$ cat config.mk
export PLATFORM = sky130hd
export DESIGN_NAME = snake_motion_unit
export DESIGN_NICKNAME = d
export VERILOG_FILES = /design/src/rtl/snake_motion_unit.sv
export SDC_FILE = /design/constraint.sdc
export NUM_CORES = 1
export LEC_CHECK = 0
export BUFFER_PORTS_ARGS = -buffer_cell sky130_fd_sc_hd__buf_4
export CORE_ASPECT_RATIO = 0.5
export CORE_MARGIN = 2
export CORE_UTILIZATION = 50
export DETAILED_ROUTE_END_ITERATION = 8
export PLACE_DENSITY = 0.73
export SLEW_MARGIN = 0
export SYNTH_ARGS = -nofsm -noshare
export SYNTH_HDL_FRONTEND = slang
export SYNTH_SLANG_ARGS = --single-unit
$ cat constraint.sdc
create_clock -name clk -period 10 [get_ports clk]
set_input_delay 1.5 -clock clk [delete_from_list [all_inputs] [get_ports clk]]
set_output_delay 1.5 -clock clk [all_outputs]
set_load 0.01 [all_outputs]
$ cat src/rtl/snake_motion_unit.sv
// Snake body storage and stepping: moves one cell per step tick in PLAY, flags wall/body hits,
// and answers registered per-cell occupancy queries for the display path.
module snake_motion_unit #(
  parameter int GRID_W      = 40,
  parameter int GRID_H      = 30,
  parameter int MAX_LEN     = 16,
  parameter int STEP_CYCLES = 12_500_000,
  parameter int INIT_X      = 20,
  parameter int INIT_Y      = 15
) (
  input  logic       clk,
  input  logic       rst,
  input  logic [1:0] game_status,
  input  logic       key0_right,
  input  logic       key1_left,
  input  logic       key2_down,
  input  logic       key3_up,
  input  logic       food_eaten,
  input  logic [5:0] query_x,
  input  logic [4:0] query_y,
  output logic [5:0] head_x,
  output logic [4:0] head_y,
  output logic [4:0] snake_len,
  output logic       move_tick,
  output logic       hit_wall,
  output logic       hit_body,
  output logic       query_head,
  output logic       query_body
);

  localparam logic [1:0] GS_RESTART = 2'b00;
  localparam logic [1:0] GS_START   = 2'b01;
  localparam logic [1:0] GS_PLAY    = 2'b10;

  localparam logic [1:0] DIR_RIGHT = 2'd0;
  localparam logic [1:0] DIR_LEFT  = 2'd1;
  localparam logic [1:0] DIR_DOWN  = 2'd2;
  localparam logic [1:0] DIR_UP    = 2'd3;

  localparam int               CNT_W    = (STEP_CYCLES > 1) ? $clog2(STEP_CYCLES) : 1;
  localparam logic [CNT_W-1:0] CNT_LAST = CNT_W'(STEP_CYCLES - 1);
  localparam logic [6:0]       GRID_W7  = 7'(GRID_W);
  localparam logic [5:0]       GRID_H6  = 6'(GRID_H);
  localparam logic [5:0]       INIT_X6  = 6'(INIT_X);
  localparam logic [4:0]       INIT_Y5  = 5'(INIT_Y);
  localparam logic [4:0]       MAX_LEN5 = 5'(MAX_LEN);

  logic [5:0]       seg_x [MAX_LEN];
  logic [4:0]       seg_y [MAX_LEN];
  logic [4:0]       len;
  logic [1:0]       dir, next_dir;
  logic [CNT_W-1:0] step_cnt;
  logic             grow_pending;
  logic [3:0]       key_s, key_d;

  logic [3:0] press;
  logic       press_vld, press_ok;
  logic [1:0] press_dir;
  logic       grow_now, at_last, out_of_grid, into_body;
  logic [6:0] new_x;
  logic [5:0] new_y;
  logic [4:0] body_lim;
  logic       q_head_hit, q_body_hit;

  // Keys are active-low: a press is the 1->0 edge between the two sample stages.
  assign press = key_d & ~key_s;

  always_comb begin
    press_vld = 1'b1;
    press_dir = DIR_RIGHT;
    if (press[3])      press_dir = DIR_UP;
    else if (press[2]) press_dir = DIR_DOWN;
    else if (press[1]) press_dir = DIR_LEFT;
    else if (press[0]) press_dir = DIR_RIGHT;
    else               press_vld = 1'b0;
  end

  // Opposite directions differ only in bit 0 of the encoding.
  assign press_ok = press_vld && (press_dir != (dir ^ 2'b01)) &&
                    (game_status == GS_START || game_status == GS_PLAY);

  assign grow_now = grow_pending | food_eaten;
  assign at_last  = (step_cnt == CNT_LAST);

  // One bit wider than the coordinate so that stepping below zero wraps to a huge value.
  always_comb begin
    new_x = {1'b0, seg_x[0]};
    new_y = {1'b0, seg_y[0]};
    case (next_dir)
      DIR_RIGHT: new_x = {1'b0, seg_x[0]} + 7'd1;
      DIR_LEFT:  new_x = {1'b0, seg_x[0]} - 7'd1;
      DIR_DOWN:  new_y = {1'b0, seg_y[0]} + 6'd1;
      default:   new_y = {1'b0, seg_y[0]} - 6'd1;
    endcase
  end

  assign out_of_grid = (new_x >= GRID_W7) || (new_y >= GRID_H6);

  // The tail vacates its cell on a normal step, so it only blocks when growing.
  always_comb begin
    body_lim  = grow_now ? len : len - 5'd1;
    into_body = 1'b0;
    for (int i = 0; i < MAX_LEN; i++) begin
      if (5'(i) < body_lim && seg_x[i] == new_x[5:0] && seg_y[i] == new_y[4:0])
        into_body = 1'b1;
    end
  end

  always_comb begin
    q_head_hit = (seg_x[0] == query_x) && (seg_y[0] == query_y);
    q_body_hit = 1'b0;
    for (int i = 1; i < MAX_LEN; i++) begin
      if (5'(i) < len && seg_x[i] == query_x && seg_y[i] == query_y)
        q_body_hit = 1'b1;
    end
  end

  always_ff @(posedge clk) begin
    if (rst) begin
      key_s <= 4'hF;
      key_d <= 4'hF;
    end else begin
      key_s <= {key3_up, key2_down, key1_left, key0_right};
      key_d <= key_s;
    end
  end

  always_ff @(posedge clk) begin
    if (rst) begin
      query_head <= 1'b0;
      query_body <= 1'b0;
    end else begin
      query_head <= q_head_hit;
      query_body <= q_body_hit;
    end
  end

  always_ff @(posedge clk) begin
    if (rst || game_status == GS_RESTART || game_status == GS_START) begin
      for (int i = 0; i < MAX_LEN; i++) begin
        seg_x[i] <= (i < 3) ? INIT_X6 - 6'(i) : 6'd0;
        seg_y[i] <= (i < 3) ? INIT_Y5 : 5'd0;
      end
      len          <= 5'd3;
      dir          <= DIR_RIGHT;
      step_cnt     <= '0;
      grow_pending <= 1'b0;
      hit_wall     <= 1'b0;
      hit_body     <= 1'b0;
      move_tick    <= 1'b0;
      // A direction chosen during START survives into PLAY.
      if (rst || game_status == GS_RESTART) next_dir <= DIR_RIGHT;
      else if (press_ok)                    next_dir <= press_dir;
    end else if (game_status == GS_PLAY) begin
      move_tick <= 1'b0;
      if (press_ok)   next_dir     <= press_dir;
      if (food_eaten) grow_pending <= 1'b1;
      if (!hit_wall && !hit_body) begin
        step_cnt <= at_last ? '0 : step_cnt + CNT_W'(1);
        if (at_last) begin
          if (out_of_grid) begin
            hit_wall <= 1'b1;
          end else if (into_body) begin
            hit_body <= 1'b1;
          end else begin
            for (int i = 1; i < MAX_LEN; i++) begin
              seg_x[i] <= seg_x[i-1];
              seg_y[i] <= seg_y[i-1];
            end
            seg_x[0]     <= new_x[5:0];
            seg_y[0]     <= new_y[4:0];
            dir          <= next_dir;
            move_tick    <= 1'b1;
            grow_pending <= 1'b0;
            if (grow_now && len < MAX_LEN5) len <= len + 5'd1;
          end
        end
      end
    end else begin
      move_tick <= 1'b0;
    end
  end

  assign head_x    = seg_x[0];
  assign head_y    = seg_y[0];
  assign snake_len = len;

endmodule
Word level (Yosys, flattened, before mapping)
Memories as Yosys holds them, arrays and structs flattened. Index checks and enable logic that the tools add are counted.

Add/subtract/negate cells: 7. Multipliers: 0. Divide/modulo/power cells: 0. $lt $le $gt $ge: 34. Eq/ne operators: 70. Shifts and indexed selects: 0. Multiplexer cells: 92. Bitwise operators: 38. Reductions and logical operators: 82.

Operator list (count): == test 6 bit (32); == test 5 bit (32); 2-to-1 mux 6 bit (16); 2-to-1 mux 5 bit (17); < comparator 4 x 5 -> 1 bit (first input constant) (16); logical AND 1 bit (67); 2-to-1 mux 1 bit (50); < comparator 3 x 5 -> 1 bit (first input constant) (8); OR 1 bit (33); adder 24 x 1 -> 24 bit (second input constant) (1); == test 24 bit (second input constant) (1); 2-to-1 mux 24 bit (1); < comparator 2 x 5 -> 1 bit (first input constant) (4); < comparator 1 x 5 -> 1 bit (first input constant) (3); case mux 7 bit (2 select lines) (1); 2-to-1 mux 2 bit (6); case mux 6 bit (2 select lines) (1); AND reduction 5 bit (2); adder 6 x 1 -> 7 bit (second input constant) (1); >= comparator 7 x 6 -> 1 bit (second input constant) (1); subtractor 6 x 1 -> 7 bit (second input constant) (1); adder 5 x 1 -> 6 bit (second input constant) (1); >= comparator 6 x 5 -> 1 bit (second input constant) (1); AND reduction 6 bit (1); other kinds (17) (26).

Flip-flop bits (word level): 47. Bits in latches: 0. RAM bits: 176. Bits in read-only memories: 0. Input bits: 20. Logic and storage cells: 337. Memories kept: 2.

Memories: seg_x (words 16, bits a word 6, rd ports 16, clocked after Yosys merged registers in 0, write ports 16, line 48) `logic [5:0] seg_x [MAX_LEN];`; seg_y (words 16, bits a word 5, rd ports 16, clocked after Yosys merged registers in 0, write ports 16, line 49) `logic [4:0] seg_y [MAX_LEN];`.

Depth between registers and ports, before layout
An unclocked memory read counts as a cell.

Word-level depth: 30. Gate-level depth with buffers: 20.

Least setup slack after synthesis
No wires, ideal clock.

Kind: flip-flop to flip-flop. Start point: mem seg_y[0][0]. End point: mem seg_x[0][0], enable pin. Setup time: 473 ps. Arrival time: 6815 ps. Required time: 9527 ps. Setup slack: 2712 ps. Stages on the path, launching flop included: 18. Cells stage by stage: edfxtp_1 -> buf_2 -> buf_1 -> inv_1 -> fa_1 -> nor2b_1 -> nor3_1 -> nor3_1 -> buf_2 -> xor2_1 -> nand3_1 -> nor4_1 -> or4_1 -> or4_1 -> buf_2 -> buf_6 -> buf_6 -> nand2_1.

RTL lines (line): start, declared (49); end, declared (48).

==> out/summary.md <==
The run finished with clean final reports. The synthesized netlist contains 79 unique library cells. After detailed routing, the average wire length per cell comes to 24.4 µm.

Fill cells in the final layout number 2556. Synthesis produced 1518 cells. The logs give 11.7k for the total number of vias and 0 for the remaining antenna violation count. Counting flops and latches in the post-synthesis netlist gives 223.

The first TritonRoute pass finished after 5 iterations. The number of H-tree branching levels was 1. The count of buffers added on input and output ports is 40. At the pin with the least slew margin, the transition time is 0.996 ns. The worst path setup slack after routing was 3.31 ns; the sum of negative setup slack was 0 ns. Pin placement for this block handled 41 I/O pins.

After synthesis the cells add up to 0.0147 mm². The number of nets in the synthesized netlist is 1551. The tool flagged a number of max-cap violations equal to 0.

The setup path with the least slack is of type flop to flop. The critical path crosses 12 cells after its start point. The later pin in the worst-skew pair is clocked with a latency of 0.53 ns. The final clock period utilization by the worst path is 66.9%.

The class of the worst hold path was flop to flop. VDD sags by at most 0.114 mV. For this run, asynchronously set or reset flops after synthesis account for 0%.

The total routing usage reported by global routing is 29.7%, and the worst hold-check slack is 0.435 ns. Setup violations remaining at the end of the flow were counted as 0. Once detailed placement completed, the half-perimeter wirelength came to 32.1 mm. The floorplan step set the die height to 125 µm. Along the worst path, the maximum fanout reaches 75. For the number of post-CTS setup repair buffers, the log shows 0. 0 antenna diodes ended up in the layout. Hold repair after CTS inserted 0 buffers.

Number of synthesis warnings: 0. The top cell type by total area after synthesis is sky130_fd_sc_hd__edfxtp_1. The final critical path time including I/O delays and setup works out to 6.69 ns. The logs give 0 for the count of final max-slew check failures and 78 for the pin count of the biggest net entering global routing.

Routability-driven placement finished with a final weighted congestion of 1.02. OpenSTA, run right after detailed placement, puts the worst setup slack at 3.45 ns. Width of the chip: 246 µm. The layout overhead on the synthesized area was 7.40%. In this design, the stage delay of the slowest critical-path cell is 0.85 ns. The final number of hold-violating endpoints was 0.

Clock sink count: 223. The root buffer cell chosen for the clock tree is sky130_fd_sc_hd__clkbuf_16. For the via count of the first global-routing pass, the log shows 11.3k. TritonCTS built the clock tree.

STA puts the critical path data required time at 10.14 ns. The initial antenna violation count was 0; the switching share of total power was 30.0%. Summed over all layers, the global routing overflow is 0. The via-per-instance ratio is 6.18, and the first-pass GRT wire length is 69.5 mm. The initial utilization of the core area, before any placement, comes to 50.8%. The peak clock frequency supported by timing is 0.149 GHz. Summing all flip-flop and latch instances after layout gives 0.00559 mm². The depth of the worst hold-timing path came out at 1.

On the critical path the largest part of the delay comes from simple AND/OR/NAND/NOR gates. The power density over the cells works out to 149 mW/mm². The total area inside the core boundary comes to 0.0290 mm². For the proportion of power drawn by the clock network, the log shows 36.1%. By area the synthesized netlist is led by sky130_fd_sc_hd__edfxtp_1, sky130_fd_sc_hd__dfxtp_1, sky130_fd_sc_hd__xor2_1, sky130_fd_sc_hd__xnor2_1, sky130_fd_sc_hd__mux2i_1.

Most repeated cell in the gate-level netlist after synthesis: sky130_fd_sc_hd__xor2_1. The number of nets at the end of the flow was 1519. The number of flops mapped to enable cells by yosys is 112. For this run, the leading register cell type out of synthesis is sky130_fd_sc_hd__edfxtp_1. The critical path endpoint category was a flop. Worst-case headroom to the max-slew limit: 33.6%. Measured in cells, the most critical reg-to-reg path has a length of 12. Walking the worst path, the cells encountered are nor2b_1, inv_1, ha_1, or3b_1, a31oi_1, or2_1, xor2_1, nor4_1, or4_1, or4_4, nand2_4, buf_4. Counting both buffers and inverters, the worst setup path holds a total of 2. The average instance in the mapped netlist occupies 9.68 µm². Sequential cells burn 44.5% of the power. The detailed router finished its first iteration with 1623 violations. The analysis attributes to net switching a power of 0.708 mW. The share of cells above drive strength 1 came out at 8.33%.

In this run the core area contains 44 standard-cell rows. STA puts the critical path data arrival time at 6.84 ns. The startpoint kind of the worst setup timing path is a flop. The run gives 19.3% as the portion of total power attributed to combinational logic. The number of clock buffers added by TritonCTS is 22. Top cell type's share of synthesized area: 22.9%. The total wire length is 46.2 mm. For this design the static power due to leakage is 6.19 nW. The clock-pin slew of the registers on the worst-case setup and hold paths was 0.07 ns; the maximum buffer depth of the clock tree was 3. The area of combinational cells with multiple inputs is 0.00847 mm². The final worst clock skew was 0.0137 ns. The internal power of the cells totals 1.65 mW. For this run, design rule violations remaining after detail routing come to 0. Setup repair after global routing left no endpoint under its margin.

Post-cts repair resize count: 0. The die covers 0.0309 mm². Highest-delay cell along the critical path: sky130_fd_sc_hd__edfxtp_1. In the synthesized netlist, the cells that appear most often are sky130_fd_sc_hd__xor2_1, sky130_fd_sc_hd__xnor2_1, sky130_fd_sc_hd__nor2_1, sky130_fd_sc_hd__edfxtp_1, sky130_fd_sc_hd__dfxtp_1. The share of the Yosys chip area taken by registers is 38.0%.
-- placed cells by master, fill, tap and decap left out, drive strengths merged, types with 4 or more instances in the layout --
| master | count |
|---|---|
| a2111oi | 4 |
| a211oi | 8 |
| a21oi | 23 |
| a31oi | 9 |
| a41oi | 6 |
| and2 | 89 |
| and3 | 14 |
| buf | 61 |
| clkbuf | 29 |
| clkinv | 6 |
| dfxtp | 111 |
| edfxtp | 112 |
| ha | 12 |
| inv | 20 |
| mux2i | 77 |
| nand2 | 52 |
| nand2b | 10 |
| nand3 | 37 |
| nand3b | 7 |
| nand4 | 40 |
| nand4b | 4 |
| nor2 | 130 |
| nor2b | 10 |
| nor3 | 46 |
| nor3b | 4 |
| nor4 | 40 |
| o2111a | 4 |
| o2111ai | 10 |
| o211ai | 8 |
| o21ai | 26 |
| o22ai | 4 |
| o31ai | 6 |
| or2 | 12 |
| or3 | 24 |
| or3b | 5 |
| or4 | 8 |
| xnor2 | 180 |
| xnor3 | 9 |
| xor2 | 198 |
-- power by group through the flow --
stage                     Clock (mW)  Combinational, mW  Sequential, mW
final                          0.853              0.456            1.05
after global routing           0.899              0.482            1.05
after CTS                      0.858              0.444            1.05
after detailed placement           0              0.441            1.07
after global placement             0              0.432            1.07
after floorplan                    0              0.330            1.05
-- per-layer routing --
layer | global-route usage (%) | part of all wire (%) | wire, µm
met2 | 46.0 | 44 | 20500
met4 | 8.58 | 2.7 | 1270
met3 | 5.20 | 10 | 4770
met1 | 42.6 | 43 | 19600
met5 | 0 | 0 | 0
-- registers in the layout (all words and copies together) (netlist names), 2 cells and up --
| name | flops |
|---|---|
| key_s | 4 |
| seg_x | 96 |
| snake_len | 5 |
| seg_y | 80 |
| key_d | 4 |
| dir | 2 |
| next_dir | 2 |
| step_cnt | 24 |
-- worst paths after layout --
check | slack (ns) | start | to
worst max-delay path | 3.31 | next_dir[1]$_DFFE_PP_ | seg_y[0][10]$_SDFFCE_PN1P_
worst min register to register | 0.43 | key_s[2]$_SDFF_PP1_ | key_d[2]$_SDFF_PP1_
worst min-delay path | 0.43 | key_s[2]$_SDFF_PP1_ | key_d[2]$_SDFF_PP1_
worst max register to register | 3.31 | next_dir[1]$_DFFE_PP_ | seg_y[0][10]$_SDFFCE_PN1P_
-- cell families (layout without fill, tap and decap cells) --
| logic type | after synthesis | in the layout | synth area share, % |
|---|---|---|---|
| and+or+nand+nor | 542 | 542 | 19.9 |
| adders and majority gates | 13 | 13 | 1.16 |
| xor gates and xnor gates | 387 | 387 | 23.9 |
| buffers and inverters | 136 | 119 | 4.58 |
| muxes | 81 | 81 | 5.78 |
| DFF | 223 | 223 | 38.0 |
| AOI/OAI and AO/OA | 136 | 136 | 6.72 |
-- area by class of cell --
cell class                 instances  area share [%]
sequential                       223            35.4
multi-input combinational       1159            53.6
clock buffer                      29            3.86
clock inverter                    10           0.674
inverter                          19           0.452
tap                              391            3.10
timing repair buffer              61            2.90
-- through the flow --
stage                     total power [mW]  instances  utilization, %  cell area (µm²)
after global routing                  2.43       1892            54.5            15800
after CTS                             2.35       1892            54.5            15800
after global placement                1.50       1853            52.0            15100
final                                 2.36       1892            54.5            15800
after detailed placement              1.51       1853            52.0            15100
after floorplan                       1.37       1518               -            14700
(Power assumes the default switching activity.)
